$ cat src/rtl/multmod_seq_if.sv
// Streaming handshake bundle for the mod-(2^N-1) multiplier: operand input
// channel and result output channel, each with its own valid/ready pair.
interface multmod_seq_if #(
    parameter int N = 5
);
    logic         in_valid;
    logic         in_ready;
    logic [N-1:0] a;
    logic [N-1:0] b;
    logic         out_valid;
    logic         out_ready;
    logic [N-1:0] y;

    // Producer/consumer side drives operands and result acceptance.
    modport master (
        output in_valid, a, b, out_ready,
        input  in_ready, out_valid, y
    );

    // Multiplier side.
    modport slave (
        input  in_valid, a, b, out_ready,
        output in_ready, out_valid, y
    );
endinterface

$ cat src/rtl/multmod_seq.sv
// Sequential multiplier modulo M = 2^N - 1: one multiplier bit per clock,
// MSB first, using rotate-left (x2 mod M) and end-around-carry addition.
module multmod_seq #(
    parameter int N  = 5,
    parameter int CW = $clog2(N)
) (
    input  logic          i_clk,
    input  logic          i_rst_n,
    multmod_seq_if.slave  s_if
);

    typedef enum logic [1:0] {
        ST_IDLE = 2'd0,
        ST_CALC = 2'd1,
        ST_DONE = 2'd2
    } state_t;

    state_t        r_state;
    logic [N-1:0]  r_acc;
    logic [N-1:0]  r_opa;
    logic [N-1:0]  r_opb;
    logic [CW-1:0] r_idx;
    logic [N-1:0]  r_y;
    logic          r_in_ready;
    logic          r_out_valid;

    state_t        w_state_nxt;
    logic [N-1:0]  w_acc_nxt;
    logic [N-1:0]  w_opa_nxt;
    logic [N-1:0]  w_opb_nxt;
    logic [CW-1:0] w_idx_nxt;
    logic [N-1:0]  w_y_nxt;

    logic          w_bit;
    logic [N-1:0]  w_rot;
    logic [N:0]    w_sum;
    logic [N-1:0]  w_fold;
    logic [N-1:0]  w_step;

    // Doubling mod 2^N-1 is a rotate; the carry out of the add wraps back in
    // with weight 1 because 2^N == 1 (mod M). The fold cannot overflow N bits.
    assign w_bit  = r_opb[r_idx];
    assign w_rot  = {r_acc[N-2:0], r_acc[N-1]};
    assign w_sum  = {1'b0, w_rot} + {1'b0, r_opa};
    assign w_fold = w_sum[N-1:0] + N'(w_sum[N]);
    assign w_step = w_bit ? w_fold : w_rot;

    always_comb begin
        // NOTE: every variable gets a default before the case so no path
        // leaves one unassigned, which would otherwise infer a latch.
        w_state_nxt = r_state;
        w_acc_nxt   = r_acc;
        w_opa_nxt   = r_opa;
        w_opb_nxt   = r_opb;
        w_idx_nxt   = r_idx;
        w_y_nxt     = r_y;
        case (r_state)
            ST_IDLE: begin
                if (s_if.in_valid) begin
                    w_opa_nxt   = s_if.a;
                    w_opb_nxt   = s_if.b;
                    w_acc_nxt   = '0;
                    w_idx_nxt   = CW'(N - 1);
                    w_state_nxt = ST_CALC;
                end
            end
            ST_CALC: begin
                w_acc_nxt = w_step;
                if (r_idx == '0) begin
                    w_state_nxt = ST_DONE;
                    // All-ones is the second encoding of zero; emit canonical 0.
                    w_y_nxt     = (&w_step) ? '0 : w_step;
                end else begin
                    w_idx_nxt = r_idx - 1'b1;
                end
            end
            ST_DONE: begin
                if (s_if.out_ready) begin
                    w_state_nxt = ST_IDLE;
                end
            end
            default: begin
                w_state_nxt = ST_IDLE;
            end
        endcase
    end

    // NOTE: every register, including the datapath, is cleared by the async
    // reset so an aborted operation leaves nothing behind.
    always_ff @(posedge i_clk or negedge i_rst_n) begin
        if (!i_rst_n) begin
            r_state     <= ST_IDLE;
            r_acc       <= '0;
            r_opa       <= '0;
            r_opb       <= '0;
            r_idx       <= '0;
            r_y         <= '0;
            r_in_ready  <= 1'b1;
            r_out_valid <= 1'b0;
        end else begin
            // NOTE: non-blocking assignments so every register samples the
            // values from before this edge, independent of statement order.
            r_state     <= w_state_nxt;
            r_acc       <= w_acc_nxt;
            r_opa       <= w_opa_nxt;
            r_opb       <= w_opb_nxt;
            r_idx       <= w_idx_nxt;
            r_y         <= w_y_nxt;
            r_in_ready  <= (w_state_nxt == ST_IDLE);
            r_out_valid <= (w_state_nxt == ST_DONE);
        end
    end

    assign s_if.in_ready  = r_in_ready;
    assign s_if.out_valid = r_out_valid;
    assign s_if.y         = r_y;

endmodule

$ cat src/flat_wrapper.sv
// flat-port wrapper written by rule: the top's interface ports become plain ports
module multmod_seq_flat 
#(
    parameter int N  = 5,
    parameter int CW = $clog2(N)
)
  (i_clk, i_rst_n, s_if_in_valid, s_if_a, s_if_b, s_if_out_ready, s_if_in_ready, s_if_out_valid, s_if_y);
  multmod_seq_if #(.N(N)) s_if_i ();
  input  logic i_clk;
  input  logic i_rst_n;
  input wire logic [$bits(s_if_i.in_valid)-1:0] s_if_in_valid;
  input wire logic [$bits(s_if_i.a)-1:0] s_if_a;
  input wire logic [$bits(s_if_i.b)-1:0] s_if_b;
  input wire logic [$bits(s_if_i.out_ready)-1:0] s_if_out_ready;
  output wire logic [$bits(s_if_i.in_ready)-1:0] s_if_in_ready;
  output wire logic [$bits(s_if_i.out_valid)-1:0] s_if_out_valid;
  output wire logic [$bits(s_if_i.y)-1:0] s_if_y;
  assign s_if_i.in_valid = s_if_in_valid;
  assign s_if_i.a = s_if_a;
  assign s_if_i.b = s_if_b;
  assign s_if_i.out_ready = s_if_out_ready;
  assign s_if_in_ready = s_if_i.in_ready;
  assign s_if_out_valid = s_if_i.out_valid;
  assign s_if_y = s_if_i.y;
  multmod_seq #(.N(N), .CW(CW)) u_core (.i_clk(i_clk), .i_rst_n(i_rst_n), .s_if(s_if_i));
endmodule
$ cat config.mk
export PLATFORM = sky130hd
export DESIGN_NAME = multmod_seq_flat
export DESIGN_NICKNAME = d
export VERILOG_FILES = /design/src/rtl/multmod_seq_if.sv /design/src/rtl/multmod_seq.sv /design/src/flat_wrapper.sv
export SDC_FILE = /design/constraint.sdc
export NUM_CORES = 1
export LEC_CHECK = 0
export CAP_MARGIN = 5
export CORE_UTILIZATION = 35
export CTS_CLUSTER_SIZE = 12
export DETAILED_ROUTE_END_ITERATION = 8
export DONT_BUFFER_PORTS = 1
export SLEW_MARGIN = 15
export SYNTH_ARGS = -nofsm -noshare
export SYNTH_HDL_FRONTEND = slang
export SYNTH_SLANG_ARGS = --single-unit
export TNS_END_PERCENT = 10
$ cat constraint.sdc
create_clock -name i_clk -period 4 [get_ports i_clk]
set_clock_uncertainty 0.2 [all_clocks]
set_input_delay 0.8 -clock i_clk [delete_from_list [all_inputs] [get_ports i_clk]]
set_output_delay 0.8 -clock i_clk [all_outputs]
set_load 0.01 [all_outputs]
==> reports/summary.txt <==
Post-Synth Adder-Cell Area = 8.91%
n_diodes = 0
Clock power frac = 9.4%
reg-to-reg slack, setup = 770 ps
Hold Fails Final Rpt = 0
Worst Path Required = 3910 ps
switch share = 44.3%
Vert. Die Dim = 67.2 µm
most frequent cells in the layout = dfrtp_1 (26), mux2_2 (10)
commonest non-fill, non-tap cell in the layout = dfrtp_1
first-pass GRT wire length = 4.75 mm
final-report setup violation count = 0
Num CTS Buffers = 3
r2r endpoint = u_core.s_if.y[0]$_DFFE_PN0P_
worst min-delay path category = input pin to async pin
Critical R2R Launch = u_core.r_opa[1]$_DFFE_PN0P_
synth unique cells = 39
Main synth FF type = dfrtp_1
critical path class = register to register
synthesized flop and latch total = 27
DRC violations left = 0
total setup buffers inserted after CTS = 0
DR WL/cell = 15.3 µm
Max VDD drop = 0.414 mV
Startpoint Class = register
clock root cell = clkbuf_8
Rows = 23
Initial DRT Pass Iterations = 4
largest net degree at the start of global routing = 28
register area = 677 µm²
IO buf count = 0
Synth Warn # = 0
GRT Util Overall = 14.1%
H-tree lvl count = 1
Synth async-reset ratio = 100%
post-synthesis net count = 156
Worst Reg-to-Reg Cells = 12
Int Power = 884 µW
slew margin rel. = 56.5%
multiplexer share of the synthesized area = 11.8%
Synth Area in XOR/XNOR = 2.69%
Post-Syn Area per Cell = 11.3 µm²
1st-iter DRT viols = 22
unrepaired setup endpoints after global routing = no
LEAKAGE = 0.698 nW
CP Capture Type = register
initial antenna violation count = 0
Die X = 67.2 µm
Tmin final = 3230 ps
vias in the first global route = 1109
detail-routed via count per cell = 5.65
switching pwr = 703 µW
Mapped Cells = 132
post-route setup TNS = 0 ps
PostCTS Resize Cnt = 0
largest family of logic cells by synthesized area = compound AO/OA/AOI/OAI gates
io pins = 21
Syn Std Cell Area = 1490 µm²
Hold-fix buffers, CTS = 0
# fillers = 386
Final nets = 159
Pwr Density = 996 nW/µm²
Routed WL = 2.82 mm
part of the power in combinational logic = 55.1%
Core Region = 4030 µm²
crit path max fanout = 4
sequential-to-total area share from yosys stat = 45.5%
fmax = 310 MHz
Clock transition at path regs = 90 ps
via count = 1039
Max Cap Viol = 0
simple-gate share of the synthesized area = 11.4%
critical path arrival = 3140 ps
maximum buffer depth of the clock tree = 2
initial core utilization = 37.0%
HPWL Detailed = 2.22 mm
layout cell share with drive strength beyond 1 = 17.9%
outcome = finished clean
slew at the pin closest to its max-slew limit = 648 ps
clk_lat worst skew = 260 ps
grt ovf = 0
Multi-input gate area = 786 µm²
TritonCTS clock tree = done
Layout area overhead = 6.97%
Slew Limit Fails = 0
total power = 1.59 mW
Post-Route Utilization = 39.5%
Synth Area in Compound Gates = 17.9%
CTS sink count = 27
Die Area = 4520 µm²
EDFF count, synth = 0
Routed Antenna Nets = 0
final worst path period share = 80.7%
power share of the sequential group = 35.6%
GP Congestion = 0.800
-- area by class of cell --
class	count	area share, %
Multi-Input combinational cell	98	49.3
Sequential cell	27	42.5
Tap cell	50	3.93
Clock buffer	4	2.83
Inverter	4	0.943
Timing Repair Buffer	1	0.471
-- worst max path at each step --
| stage | from | to | slack (ps) | depth (start not counted) |
|---|---|---|---|---|
| 4_1_cts | u_core.r_acc[0]$_DFFE_PN0P_ | u_core.s_if.y[0]$_DFFE_PN0P_ | 780 | 12 |
| 2_1_floorplan | u_core.r_acc[0]$_DFFE_PN0P_ | u_core.s_if.y[0]$_DFFE_PN0P_ | 1110 | 12 |
| 3_3_place_gp | u_core.r_opa[1]$_DFFE_PN0P_ | u_core.s_if.y[1]$_DFFE_PN0P_ | 950 | 12 |
| 5_1_grt | u_core.r_acc[0]$_DFFE_PN0P_ | u_core.s_if.y[1]$_DFFE_PN0P_ | 580 | 12 |
| 3_5_place_dp | u_core.r_acc[0]$_DFFE_PN0P_ | u_core.s_if.y[1]$_DFFE_PN0P_ | 790 | 12 |
| 6_report | u_core.r_opa[1]$_DFFE_PN0P_ | u_core.s_if.y[0]$_DFFE_PN0P_ | 770 | 12 |
-- synth_stat cells, types with 2 or more instances --
cell type / number / area share (%)
mux2i_1: 5 / 3.4
inv_1: 4 / 1.0
o21ai_1: 2 / 0.67
nand2b_1: 2 / 0.84
a21oi_1: 6 / 2.0
o22ai_1: 3 / 1.3
mux2_2: 10 / 7.6
nor3_2: 2 / 1.3
o211a_1: 2 / 1.3
nor3_1: 2 / 0.67
nand2_1: 9 / 2.3
xor2_1: 2 / 1.2
a211oi_1: 5 / 2.5
nand3_1: 3 / 1.0
nor2_1: 9 / 2.3
clkbuf_1: 2 / 0.50
ha_1: 9 / 7.6
o21ai_0: 9 / 3.0
dfrtp_1: 26 / 44
-- routing by layer --
layer	wire, µm	global-route usage (%)
met5	0	0
met4	95	9.57
met3	72	1.69
met2	1490	24.9
met1	1170	15.6
-- logic make-up after synthesis --
logic type,after synthesis
flops,27
xor+xnor,3
simple gates,33
mux,16
compound gates,36
buf+inv,7
fa+ha+maj,10
-- critical path, stage by stage (launching register included) --
cell and delay [ps]:
dfrtp_1 430, ha_1 330, a211oi_2 350, nor2_1 90, o21ai_0 150, nand2b_1 80, ha_1 220, ha_1 210
o211a_1 130, a211oi_1 400, o31ai_4 140, nor3_2 270, a211oi_1 80
-- state kept, by name, summed over array words and instances, names as in the netlist --
signal / count
u_core.s_if.in_ready: 1
u_core.s_if.out_valid: 1
u_core.r_opb: 5
u_core.r_idx: 3
u_core.r_state: 2
u_core.s_if.y: 5
u_core.r_opa: 5
u_core.r_acc: 5
-- stage by stage --
stage / hold WS [ps] / instance area (µm²) / setup WS (ps) / instances
CTS: 9.79 / 1590 / 783 / 184
finish: 19.9 / 1590 / 772 / 184
global route: 3.55 / 1590 / 577 / 184
floorplan: 269 / 1490 / 1110 / 132
global placement: 291 / 1550 / 946 / 180
detailed placement: 297 / 1550 / 793 / 180
-- power by group through the flow --
stage	sequential, mW	combinational, mW	clock, mW
after floorplan	0.525	0.723	0
after global placement	0.570	0.837	0
after detailed placement	0.576	0.864	0
after CTS	0.569	0.871	0.155
after global routing	0.588	0.971	0.162
final	0.565	0.874	0.149
(Power assumes the default switching activity.)
